File: config.mk
export PLATFORM = sky130hd
export DESIGN_NAME = roll_input_ctrl
export DESIGN_NICKNAME = d
export VERILOG_FILES = /design/src/rtl/roll_input_ctrl_pkg.sv /design/src/rtl/roll_input_ctrl_btn_debounce.sv /design/src/rtl/roll_input_ctrl.sv
export SDC_FILE = /design/constraint.sdc
export NUM_CORES = 1
export LEC_CHECK = 0
export CORE_ASPECT_RATIO = 0.7
export CORE_MARGIN = 10
export CORE_UTILIZATION = 32
export CTS_CLUSTER_DIAMETER = 80
export DETAILED_ROUTE_END_ITERATION = 12
export SYNTH_ARGS = -nofsm -noshare
export SYNTH_HDL_FRONTEND = slang
export SYNTH_SLANG_ARGS = --single-unit
File: constraint.sdc
create_clock -name CLK -period 2.7 [get_ports CLK]
set_input_delay 0.405 -clock CLK [delete_from_list [all_inputs] [get_ports CLK]]
set_output_delay 0.405 -clock CLK [all_outputs]
set_load 0.1 [all_outputs]
File: src/rtl/roll_input_ctrl_pkg.sv
// Shared definitions for the dice roll input controller: FSM encodings,
// default debounce period and the debounce counter width helper.
package roll_input_ctrl_pkg;

    typedef enum logic [1:0] {
        WAIT_RB1 = 2'd0,
        WAIT_RB2 = 2'd1,
        LOCKED   = 2'd2
    } roll_state_t;

    localparam int DEFAULT_DEBOUNCE_CYCLES = 1000000;

    function automatic int cnt_width(input int cycles);
        return (cycles > 1) ? $clog2(cycles) : 1;
    endfunction

endpackage

File: src/rtl/roll_input_ctrl_btn_debounce.sv
// One pushbutton: 2-flop synchronizer, stability counter and a one-cycle
// rise flag raised in the same cycle the debounced level first goes high.
module btn_debounce
    import roll_input_ctrl_pkg::*;
#(
    parameter int DEBOUNCE_CYCLES = DEFAULT_DEBOUNCE_CYCLES
) (
    input  logic clk,
    input  logic rst_n,
    input  logic raw,
    output logic level,
    output logic rise
);

    localparam int CW = cnt_width(DEBOUNCE_CYCLES);
    localparam logic [CW-1:0] CNT_LAST = CW'(DEBOUNCE_CYCLES - 1);

    logic [1:0]    sync_reg;
    logic [CW-1:0] cnt_reg;
    logic          level_reg;
    logic          rise_reg;

    always_ff @(posedge clk or negedge rst_n) begin
        if (!rst_n) begin
            sync_reg  <= 2'b00;
            cnt_reg   <= '0;
            level_reg <= 1'b0;
            rise_reg  <= 1'b0;
        end else begin
            sync_reg <= {sync_reg[0], raw};
            rise_reg <= 1'b0;
            if (sync_reg[1] == level_reg) begin
                cnt_reg <= '0;
            end else if (cnt_reg == CNT_LAST) begin
                // Accepting a new level; only a 0->1 change counts as a press.
                level_reg <= sync_reg[1];
                rise_reg  <= sync_reg[1];
                cnt_reg   <= '0;
            end else begin
                cnt_reg <= cnt_reg + CW'(1);
            end
        end
    end

    assign level = level_reg;
    assign rise  = rise_reg;

endmodule

File: src/rtl/roll_input_ctrl.sv
// Turns two bouncing roll buttons into alternating single-cycle Rb1/Rb2
// requests, counts completed pairs and locks out input once the game ends.
module roll_input_ctrl
    import roll_input_ctrl_pkg::*;
#(
    parameter int DEBOUNCE_CYCLES = DEFAULT_DEBOUNCE_CYCLES
) (
    input  logic       CLK,
    input  logic       reset,
    input  logic [1:0] btn_raw,
    input  logic       Win,
    input  logic       Lose,
    output logic       Rb1,
    output logic       Rb2,
    output logic [1:0] btn_level,
    output logic [3:0] roll_count,
    output logic       locked
);

    logic [1:0]  press;
    roll_state_t state_reg;
    logic        rb1_reg;
    logic        rb2_reg;
    logic        locked_reg;
    logic [3:0]  count_reg;

    generate
        for (genvar gi = 0; gi < 2; gi++) begin : g_btn
            btn_debounce #(
                .DEBOUNCE_CYCLES(DEBOUNCE_CYCLES)
            ) u_debounce (
                .clk  (CLK),
                .rst_n(reset),
                .raw  (btn_raw[gi]),
                .level(btn_level[gi]),
                .rise (press[gi])
            );
        end
    endgenerate

    always_ff @(posedge CLK or negedge reset) begin
        if (!reset) begin
            state_reg  <= WAIT_RB1;
            rb1_reg    <= 1'b0;
            rb2_reg    <= 1'b0;
            locked_reg <= 1'b0;
            count_reg  <= 4'd0;
        end else begin
            rb1_reg <= 1'b0;
            rb2_reg <= 1'b0;
            if (Win || Lose) begin
                state_reg  <= LOCKED;
                locked_reg <= 1'b1;
            end else if (!(rb1_reg || rb2_reg)) begin
                // A press arriving right after a pulse is dropped so pulses never abut.
                case (state_reg)
                    WAIT_RB1: begin
                        if (press[0]) begin
                            rb1_reg   <= 1'b1;
                            state_reg <= WAIT_RB2;
                        end
                    end
                    WAIT_RB2: begin
                        if (press[1]) begin
                            rb2_reg   <= 1'b1;
                            state_reg <= WAIT_RB1;
                            if (count_reg != 4'd15) begin
                                count_reg <= count_reg + 4'd1;
                            end
                        end
                    end
                    default: begin
                    end
                endcase
            end
        end
    end

    assign Rb1        = rb1_reg;
    assign Rb2        = rb2_reg;
    assign locked     = locked_reg;
    assign roll_count = count_reg;

endmodule

==> results by group, run 1 <==
Status
  – Outcome: finished, final reports clean

Floorplan
  – Die X: 129 um
  – Total core area: 7970 um2
  – Die area: 12,400 um2
  – Initial core utilization: 33.3%
  – Cell row count: 27
  – Die Y: 96.2 um
  – Boundary pin count: 15

CTS
  – Clock Sinks: 57
  – # Post-CTS Setup Buffers: 0
  – Cts bufs inserted: 9
  – CTS Buffer Depth: 2
  – CTS resizes: 0
  – CTS root buf: clkbuf_16
  – Clk_lat worst skew: 0.33 ns
  – Clock transition at the registers of the reported paths: 0.05 ns
  – CTS tree: built
  – H-tree levels: 3
  – Hold Buf Count CTS: 0

Drt
  – Post-route ant nets: 0
  – Iteration-0 DRC Markers: 113
  – DR DRC count: 0
  – Vias: 1,857
  – Post-Route WL: 5130 um
  – Post-DR wirelength/cell: 13.4 um
  – DRT Pass-1 Iters: 4
  – Vias per cell: 4.86

Critical path
  – CP Capture Type: flop
  – R2R depth: 5
  – CP Max Fanout: 8
  – CP Cell Sequence: ha_1 > nand2_1 > or4_1 > or4_4 > a21oi_2
  – Worst r2r src: g_btn[0].u_debounce.cnt_reg[0]
  – Worst setup SP type: flop
  – Crit Reg-Reg Endpoint: g_btn[0].u_debounce.cnt_reg[18]
  – Critical Path Slowest Stage Cell: or4_1
  – R2R Setup Slk: 0.65 ns
  – Crit path largest cell delay: 0.64 ns
  – Arrival time at the worst endpoint: 2.31 ns
  – CP required: 2.96 ns
  – Worst setup path class: reg2reg

Synthesis
  – Post-Synth Simple-Gate Area: 25.4%
  – Mux share of post-synthesis cell area: 2.08%
  – Adder-cell area share of the yosys netlist: 1.42%
  – Sequential area share after synthesis: 53.8%
  – Syn_area_per_cell: 10.4 um2
  – Post-synthesis cell count: 255
  – Main combinational cell family by area after synthesis: simple AND/OR/NAND/NOR gates
  – Largest area contributor in the netlist: dfrtp_1
  – Largest cells by area after synthesis: dfrtp_1, xnor2_1, nor2_1, xor2_1, nand4_1
  – Synth Area in Compound Gates: 5.10%
  – Cell Area, Synth: 2650 um2
  – Post-synth top area share: 53.8%
  – Post-synth net total: 264
  – Synth cell types: 36
  – Xor/xnor cell area share of the yosys netlist: 9.91%
  – YS warnings: 0
  – Yosys reg bits: 57

Global routing
  – GR Util All Layers: 9.39%
  – Largest net degree at the start of global routing: 29
  – Vias in the first global route: 1,835
  – Global-route wire length before repair: 8940 um
  – GRT overflow: 0
  – Initial antenna violation count: 0

Timing
  – Final Hold Fails: 0
  – RSZ-0062 raised after global routing: false
  – Hold_ws: 0.0989 ns
  – Final setup violation count: 0
  – Clock Skew: 0.00371 ns
  – Tmin final: 2.05 ns
  – Final max-slew violation count: 0
  – Tcrit/Tclk final: 75.9%
  – Slew margin rel.: 58.7%
  – Final setup TNS: 0 ns
  – F_max: 488 MHz
  – Slew @ Worst Pin: 0.619 ns

Job
  – Max Cap Viol: 0

Finish
  – Layout cells sized above 1: 14.2%
  – Max FFs per register: 40
  – Layout area overhead: 20.1%
  – Final cell count without fillers: 382
  – Final #Nets: 286
  – Inserted Diodes: 0

Hold path
  – Min-delay worst type: in2async

Placed design
  – Placed cells: 367
  – Placer Congestion: 0.776
  – Port-buffer cells: 14
  – Hpwl dp: 3530 um

Power and ir drop
  – Leakage: 1.31 nW
  – PwrDens: 646 nW/um2
  – Worst vdd ir: 0.315 mV
layout make-up:
cell class                      instances  area [um2]
Inverter                                6        22.5
Multi-Input combinational cell        185        1170
Fill cell                             765        4790
Timing Repair Buffer                   18         143
Sequential cell                        57        1430
Clock buffer                           12         256
Clock inverter                          3        40.0
Tap cell                              101         126
logic make-up (layout without fill, tap and decap cells):
logic type,Yosys count,in the layout
flip-flops,57,57
buffers and inverters,13,39
AO/OA/AOI/OAI,22,22
adder cells (fa/ha/maj),3,3
AND/OR/NAND/NOR,125,125
multiplexers,5,5
XOR/XNOR,30,30
worst max-delay path: cells and delay by family (launching register included):
kind	cells	cell delay (ns)
AOI/OAI and AO/OA	1	0.14
DFF	1	0.36
adders and majority gates	1	0.21
and+or+nand+nor	3	1.27
metrics by stage:
step	worst slack [ns]	power (W)	utilization, %	area, um2
6_report	0.650	0.00206	39.9	3180
5_1_grt	0.496	0.00213	39.9	3180
4_1_cts	0.645	0.00209	39.9	3180
3_5_place_dp	0.656	0.000947	36.2	2890
3_3_place_gp	0.674	0.000946	36.2	2890
2_1_floorplan	0.658	0.000910	-	2650
routing by layer:
metal	track usage (%)	wire (um)	vias up
met2	11.9	1950	26
met3	4.06	273	10
met4	5.09	106	0
li1	-	-	943
met1	13.0	2810	878
met5	0	0	-
power by group:
group / switching, W / internal [W] / leakage (nW)
Clock: 0.000372 / 0.000754 / 0.148
Combinational: 0.0000358 / 0.0000187 / 0.388
Sequential: 0.00000904 / 0.000866 / 0.772
cells in the final DEF, fill, tap and decap left out, types with 10 or more instances in the layout:
cell / Yosys / final
or3_1: 10 / 10
a21oi_1: 11 / 11
nand2_1: 13 / 13
nand3_1: 13 / 13
dfrtp_1: 57 / 57
nor2_1: 38 / 38
nand4_1: 12 / 12
buf_4: 3 / 13
xnor2_1: 21 / 21
worst max path at each step:
stage | slack [ns] | startpoint | depth (start not counted) | to
after global placement | 0.67 | g_btn[0].u_debounce.cnt_reg[0] | 5 | g_btn[0].u_debounce.cnt_reg[18]
after floorplan | 0.66 | Rb2 | 5 | roll_count[3]
after global routing | 0.50 | g_btn[0].u_debounce.cnt_reg[0] | 5 | g_btn[0].u_debounce.cnt_reg[18]
after detailed placement | 0.66 | g_btn[0].u_debounce.cnt_reg[0] | 5 | g_btn[0].u_debounce.cnt_reg[18]
after CTS | 0.65 | g_btn[0].u_debounce.cnt_reg[0] | 5 | g_btn[0].u_debounce.cnt_reg[18]
final | 0.65 | g_btn[0].u_debounce.cnt_reg[0] | 5 | g_btn[0].u_debounce.cnt_reg[18]
synth_stat cells:
cell      instances
dfrtp_1          57
nor2_1           38
xnor2_1          21
nand2_1          13
nand3_1          13
nand4_1          12
a21oi_1          11
or3_1            10
nor3_1            9
nor4_1            9
xor2_1            9
o21ai_0           7
inv_1             6
mux2_2            4
and3_1            3
and4_1            3
buf_4             3
clkbuf_1          3
ha_1              3
and3b_1           2
nand2b_1          2
o31ai_1           2
or4_1             2
a21oi_2           1
and4b_1           1
buf_2             1
mux2i_1           1
nand3_2           1
nand4_2           1
nor2b_1           1
nor4_2            1
nor4b_1           1
o31ai_4           1
or2_2             1
or4_4             1
or4b_1            1
(Power assumes the default switching activity.)
==> inputs of run 2 (changes only) <==
==> constraint.sdc (replaced) <==
create_clock -name CLK -period 1.8 [get_ports CLK]
set_input_delay 0.27 -clock CLK [delete_from_list [all_inputs] [get_ports CLK]]
set_output_delay 0.27 -clock CLK [all_outputs]
set_load 0.1 [all_outputs]
==> run 2 against run 1 <==
Compared with the run above: the flow now finishes with violations (setup timing); clock skew increased by 0.0016 ns; non-clock buffer count increased by 43; setup slack got worse by 0.67 ns; critical path depth unchanged; global-route usage increased by 0.59 points; final area increased by 16%; via count increased by 12%; highest routed layer unchanged.
==> results by group, run 2 (synthesis results as in run 1) <==
Placed design
  – Port-buffer cells: 14 (unchanged)
  – Placer Congestion: 0.843 (+8.5%)
  – Hpwl dp: 3900 um (+10%)

Critical path
  – CP Cell Sequence: ha_2 > nand2_2 > or4_4 > or4_4 > a21oi_2
  – Critical Path Slowest Stage Cell: or4_4
  – CP Capture Type: flop
  – CP Max Fanout: 6 (-2)
  – Crit path top cell by count: or4_4
  – Worst setup path class: reg2reg
  – Worst setup SP type: flop
  – Arrival time at the worst endpoint: 2.07 ns (-0.24 ns)
  – CP required: 2.05 ns (-0.91 ns)
  – Crit path largest cell delay: 0.52 ns (-0.12 ns)

Floorplan
  – Boundary pin count: 15 (unchanged)
  – Total core area: 7970 um2 (unchanged)
  – Initial core utilization: 33.3% (unchanged)
  – Die Y: 96.2 um (unchanged)
  – Die area: 12,400 um2 (unchanged)
  – Cell row count: 27 (unchanged)
  – Die X: 129 um (unchanged)

Status
  – Outcome: finished, violations left
  – Failing checks: setup timing

CTS
  – Clock transition at the registers of the reported paths: 0.05 ns (about the same)
  – Clk_lat worst skew: 0.32 ns (about the same)
  – CTS root buf: clkbuf_16
  – Clock Sinks: 57 (unchanged)
  – CTS Buffer Depth: 2 (unchanged)
  – CTS tree: built
  – H-tree levels: 3 (unchanged)
  – Cts bufs inserted: 9 (unchanged)

Finish
  – Max FFs per register: 40 (unchanged)
  – FILL cells: 746 (-2.5%)
  – Layout area overhead: 39.8%
  – Most frequent cells in the layout: dfrtp_1, buf_4, nor2_1, xnor2_1
  – Commonest non-fill, non-tap cell in the layout: dfrtp_1
  – Inserted Diodes: 0 (unchanged)
  – Final #Nets: 329 (+15%)
  – Final core occ: 46.5% (+6.6 points)
  – Layout cells sized above 1: 30.8% (+17 points)

Drt
  – Post-DR wirelength/cell: 13.5 um (+0.21%)
  – DRT Pass-1 Iters: 5 (+1)
  – Post-route ant nets: 0 (unchanged)
  – Post-Route WL: 5730 um (+12%)
  – Vias per cell: 4.90 (+0.78%)
  – Iteration-0 DRC Markers: 163 (+44%)
  – DR DRC count: 0 (unchanged)
  – Vias: 2,087 (+12%)

Power and ir drop
  – Total power draw: 0.00312 W (+52%)
  – PwrDens: 843 nW/um2 (+30%)
  – Leakage: 1.55 nW (+19%)
  – Worst vdd ir: 0.372 mV (+18%)

Timing
  – F_max: 551 MHz (+13%)
  – Final setup violation count: 1 (+1)
  – Clock Skew: 0.00533 ns (+0.00162 ns)
  – Tcrit/Tclk final: 101% (+25 points)
  – Hold_ws: 0.348 ns (+0.249 ns)
  – Final WS setup: -0.0149 ns (-0.665 ns)
  – Final max-slew violation count: 0 (unchanged)
  – Slew margin rel.: 67.0% (+8.3 points)
  – RSZ-0062 raised after global routing: true
  – Slew @ Worst Pin: 0.490 ns (-0.129 ns)
  – Tmin final: 1.81 ns (-0.235 ns)
  – Final Hold Fails: 0 (unchanged)

Job
  – Max Cap Viol: 0 (unchanged)

Global routing
  – Largest net degree at the start of global routing: 58 (+100%)
  – Initial antenna violation count: 0 (unchanged)
  – Global-route wire length before repair: 9690 um (+8.4%)
  – GRT overflow: 0 (unchanged)
  – GR Util All Layers: 9.98% (+0.59 points)
  – Vias in the first global route: 2,016 (+9.9%)

Hold path
  – Min-delay worst type: reg2reg
run 2: critical path, delay by kind of cell (launching register included):
kind | cells | cell delay, ns
simple gates | 3 | 1.08
flops | 1 | 0.35
fa+ha+maj | 1 | 0.20
compound gates | 1 | 0.12
run 2: final timing paths:
check,end,start,depth (start not counted),slack (ns)
worst min-delay path,g_btn[1].u_debounce.sync_reg[1],g_btn[1].u_debounce.sync_reg[0],0,0.35
min in group asynchronous,g_btn[1].u_debounce.cnt_reg[10],reset,3,0.47
worst max-delay path,g_btn[0].u_debounce.cnt_reg[18],g_btn[0].u_debounce.cnt_reg[1],5,-0.01
worst min register to register,g_btn[1].u_debounce.sync_reg[1],g_btn[1].u_debounce.sync_reg[0],0,0.35
max in group asynchronous,roll_count[0],reset,3,1.05
worst max register to register,g_btn[0].u_debounce.cnt_reg[18],g_btn[0].u_debounce.cnt_reg[1],5,-0.01
run 2: report_power, final:
part / switching (W) / internal, W
sequential: 0.0000134 / 0.00130
combinational: 0.0000664 / 0.0000603
clock: 0.000589 / 0.00110
total: 0.000668 / 0.00246
run 2: per-layer routing:
metal | vias to the layer above | wire [um] | track usage (%)
met2 | 37 | 2480 | 14.3
met3 | 8 | 309 | 4.67
met4 | 0 | 94 | 4.25
met5 | - | 0 | 0
li1 | 1034 | - | -
met1 | 1008 | 2850 | 12.7
run 2: timing repair:
| action | in CTS | in global routing |
|---|---|---|
| hold buffers | 1 | 0 |
| buffers inserted | 1 | 4 |
| gates cloned | 0 | 2 |
| pin swaps | 1 | 5 |
| endpoints found under the hold margin | 57 | 0 |
| resized for setup | 1 | 20 |
| setup endpoints to repair | 3 | 40 |
run 2: layout make-up:
cell class	count	area (um2)	share of cell area [%]
timing repair buffer	61	584	15.8
inverter	6	22.5	0.607
multi-input combinational	185	1250	33.6
sequential	57	1430	38.6
clock inverter	6	57.6	1.55
clock buffer	10	239	6.45
tap	101	126	3.41
run 2: through the flow:
step                instances  setup slack [ns]   TNS, ns  cell area, um2
floorplan                 255           -0.0776    -0.108            2670
global placement          402           -0.0401   -0.0769            3260
detailed placement        402           -0.0916    -0.183            3260
CTS                       420          -0.00691  -0.00691            3580
global route              426           -0.0746     -1.02            3710
finish                    426           -0.0149   -0.0149            3710
==> inputs of run 3 (changes only) <==
--- a/config.mk
+++ b/config.mk
@@ -5,6 +5,7 @@
 export SDC_FILE = /design/constraint.sdc
 export NUM_CORES = 1
 export LEC_CHECK = 0
+export ABC_AREA = 1
 export CORE_ASPECT_RATIO = 0.7
 export CORE_MARGIN = 10
 export CORE_UTILIZATION = 32
==> run 3 against run 2 <==
Compared with the run above: final area increased by 1.3%; sequential cell count unchanged; final cell count increased by 24%; the flow now finishes without violations; first-iteration DRC count increased by 47%.
==> results by group, run 3 <==
Synthesis
  – Sequential area share after synthesis: 46.7% (-7.1 points)
  – Largest cells by area after synthesis: dfrtp_1, nor2_1, nand2_1, nand3_1, xor2_1
  – Yosys reg bits: 57 (unchanged)
  – Synth cell types: 28 (-22%)
  – Top_reg_cell synth: dfrtp_1
  – Synth cell count leaders: nor2_1, nand2_1, dfrtp_1
  – Cell Area, Synth: 3050 um2 (+15%)
  – Post-synth net total: 384 (+45%)
  – Syn_area_per_cell: 8.14 um2 (-22%)
  – Ys async rst share: 100% (unchanged)
  – Largest area contributor in the netlist: dfrtp_1
  – Post-synthesis cell count: 375 (+47%)
  – YS warnings: 0 (unchanged)
  – Most frequent cell after synthesis: nor2_1
  – Post-synth EDFFs: 0 (unchanged)
  – Post-synth top area share: 46.7% (-7.1 points)

Drt
  – Post-Route WL: 6570 um (+15%)
  – DRT Pass-1 Iters: 5 (unchanged)
  – Vias: 2,402 (+15%)
  – Post-DR wirelength/cell: 12.4 um (-7.6%)
  – Iteration-0 DRC Markers: 240 (+47%)
  – Post-route ant nets: 0 (unchanged)
  – Vias per cell: 4.55 (-7.1%)
  – DR DRC count: 0 (unchanged)

Power and ir drop
  – Worst vdd ir: 0.477 mV (+28%)
  – Internal cell power: 0.00269 W (+9.7%)
  – Sequential share of power: 38.4% (-3.6 points)
  – Sw frac: 21.0% (-0.38 points)
  – PwrDens: 908 nW/um2 (+7.7%)
  – Leakage: 1.63 nW (+5.1%)
  – P_sw: 0.000717 W (+7.2%)
  – Combinational share of power: 2.7% (-1.4 points)
  – Clock power share: 58.9% (+4.9 points)

Floorplan
  – Initial core utilization: 33.3% (about the same)
  – Boundary pin count: 15 (unchanged)
  – Cell row count: 29 (+7.4%)
  – Die area: 13,900 um2 (+12%)
  – Total core area: 9180 um2 (+15%)
  – Die X: 137 um (+6.2%)
  – Die Y: 102 um (+5.8%)

Timing
  – Final Hold Fails: 0 (unchanged)
  – Final setup violation count: 0 (-1)
  – RSZ-0062 raised after global routing: false
  – Final max-slew violation count: 0 (unchanged)
  – Slew margin rel.: 69.4% (+2.4 points)
  – Hold_ws: 0.346 ns (-0.00207 ns)
  – Final setup TNS: 0 ns (+0.0149 ns)
  – Tcrit/Tclk final: 84.1% (-17 points)
  – Slew @ Worst Pin: 0.457 ns (-0.0335 ns)
  – Tmin final: 1.51 ns (-0.301 ns)
  – Clock Skew: 0.0117 ns (+0.00637 ns)
  – F_max: 660 MHz (+20%)

Hold path
  – Hold path depth: 0 (unchanged)
  – Min-delay worst type: reg2reg
  – Hold endpoint: g_btn[1].u_debounce.sync_reg[1]
  – Hold Startpoint: g_btn[1].u_debounce.sync_reg[0]

Critical path
  – CP Max Fanout: 7 (+1)
  – R2R Setup Slk: 0.29 ns (+0.30 ns)
  – Worst setup path class: reg2reg
  – CP required: 2.01 ns (-0.04 ns)
  – Worst setup SP type: flop
  – R2R depth: 6 (+1)
  – Crit path top cell by count: nand3_2
  – Top delay family on crit path: simple AND/OR/NAND/NOR gates
  – Worst r2r src: g_btn[1].u_debounce.cnt_reg[0]
  – Bufs and invs on worst path: 0 (unchanged)
  – CP Cell Sequence: ha_1 > nand3_2 > nor2_4 > nand3_2 > nand2_2 > nor2_1
  – Crit path largest cell delay: 0.37 ns (-0.15 ns)
  – CP Capture Type: flop
  – Arrival time at the worst endpoint: 1.72 ns (-0.35 ns)
  – Crit Reg-Reg Endpoint: g_btn[1].u_debounce.cnt_reg[9]
  – Critical Path Slowest Stage Cell: dfrtp_1

Finish
  – Most frequent cells in the layout: nor2_1, nand2_1, dfrtp_1, inv_1, nand3_1
  – Layout area overhead: 23.0%
  – Multi-input gate area: 1480 um2 (+19%)
  – Layout cells sized above 1: 15.1% (-16 points)
  – Final core occ: 40.9% (-5.6 points)
  – Seq. cell area: 1430 um2 (-0.35%)
  – Final #Nets: 408 (+24%)
  – Inserted Diodes: 0 (unchanged)
  – Max FFs per register: 40 (unchanged)
  – FILL cells: 903 (+21%)
  – Commonest non-fill, non-tap cell in the layout: nor2_1

Job
  – Max Cap Viol: 0 (unchanged)

Global routing
  – Initial antenna violation count: 0 (unchanged)
  – Largest net degree at the start of global routing: 58 (unchanged)
  – Global-route wire length before repair: 11,500 um (+18%)
  – GRT overflow: 0 (unchanged)
  – GR Util All Layers: 10.4% (+0.46 points)
  – Vias in the first global route: 2,280 (+13%)

Placed design
  – Port-buffer cells: 14 (unchanged)
  – Hpwl dp: 4840 um (+24%)
  – Placer Congestion: 0.939 (+11%)

CTS
  – CTS root buf: clkbuf_16
  – Clock Sinks: 57 (unchanged)
  – CTS resizes: 0 (-1)
  – # Post-CTS Setup Buffers: 0 (-1)
  – H-tree levels: 3 (unchanged)
  – CTS tree: built
  – Clk_lat worst skew: 0.33 ns (about the same)
  – CTS Buffer Depth: 2 (unchanged)
  – Clock transition at the registers of the reported paths: 0.06 ns (about the same)
  – Cts bufs inserted: 9 (unchanged)

Status
  – Outcome: finished, final reports clean
run 3: cell types whose count changed in the layout (fill, tap and decap cells not counted), moves of 6 or more:
cell     change
buf_4       -38
inv_1       +26
nand2_1     +56
nand2_2      +9
nand3_1     +19
nor2_1      +54
nor2_4      +10
nor3_1       -6
nor4_1       -8
o21ai_0      -6
or3_1        -9
xnor2_1     -10
run 3: how the worst max path moves through the flow:
stage	startpoint	cells after the start	endpoint	slack [ns]
2_1_floorplan	roll_count[0]	4	roll_count[0]	0.006
3_3_place_gp	Lose	7	roll_count[2]	0.26
3_5_place_dp	Lose	7	roll_count[2]	0.22
4_1_cts	g_btn[1].u_debounce.cnt_reg[0]	6	g_btn[1].u_debounce.cnt_reg[0]	0.26
5_1_grt	g_btn[1].u_debounce.cnt_reg[0]	6	g_btn[1].u_debounce.cnt_reg[0]	0.14
6_report	g_btn[1].u_debounce.cnt_reg[0]	6	g_btn[1].u_debounce.cnt_reg[9]	0.29
run 3: metal layers:
metal	share of wire [%]	up-vias	global-route usage [%]	wire length, um
li1	-	1234	-	-
met1	52	1093	15.3	3440
met2	39	63	13.2	2570
met3	6.5	12	3.36	429
met4	1.9	0	5.14	126
met5	0	-	0	0
run 3: area by class of cell:
class | instances | area share, %
Inverter | 33 | 3.30
Clock buffer | 9 | 6.00
Sequential cell | 57 | 38.0
Multi-Input combinational cell | 282 | 39.5
Timing Repair Buffer | 16 | 5.80
Clock inverter | 7 | 3.33
Tap cell | 124 | 4.13
run 3: timing repair:
action	4_1_cts	5_1_grt
setup endpoints to repair	0	0
hold endpoints to repair	57	0
hold buffers	1	0
run 3: power groups by stage:
stage          clock network [W]  registers, W  logic [W]
5_1_grt                  0.00211       0.00131   0.000106
4_1_cts                  0.00205       0.00131  0.0000959
2_1_floorplan                  0       0.00133  0.0000421
3_3_place_gp                   0       0.00133  0.0000944
3_5_place_dp                   0       0.00133  0.0000935
6_report                 0.00201       0.00131  0.0000913
run 3: cells by family (layout without fill, tap and decap cells):
kind of cell | count (synthesis) | in the layout | synth area share [%]
AOI/OAI and AO/OA | 13 | 13 | 2.38
xor gates and xnor gates | 26 | 26 | 7.71
adders and majority gates | 3 | 3 | 1.23
DFF | 57 | 57 | 46.7
and+or+nand+nor | 240 | 240 | 37.3
buffers and inverters | 36 | 65 | 4.71
run 3: metrics by stage:
step | setup WS (ns) | instances | cell area (um2) | power [W]
2_1_floorplan | 0.00632 | 375 | 3050 | 0.00137
3_3_place_gp | 0.258 | 511 | 3400 | 0.00143
3_5_place_dp | 0.224 | 511 | 3400 | 0.00143
4_1_cts | 0.262 | 528 | 3760 | 0.00345
5_1_grt | 0.140 | 528 | 3760 | 0.00353
6_report | 0.286 | 528 | 3760 | 0.00341
run 3: worst reg2reg max path, stage by stage (launching register included):
cell and delay (ns):
dfrtp_1 0.37, ha_1 0.24, nand3_2 0.19, nor2_4 0.20, nand3_2 0.15, nand2_2 0.19
nor2_1 0.08
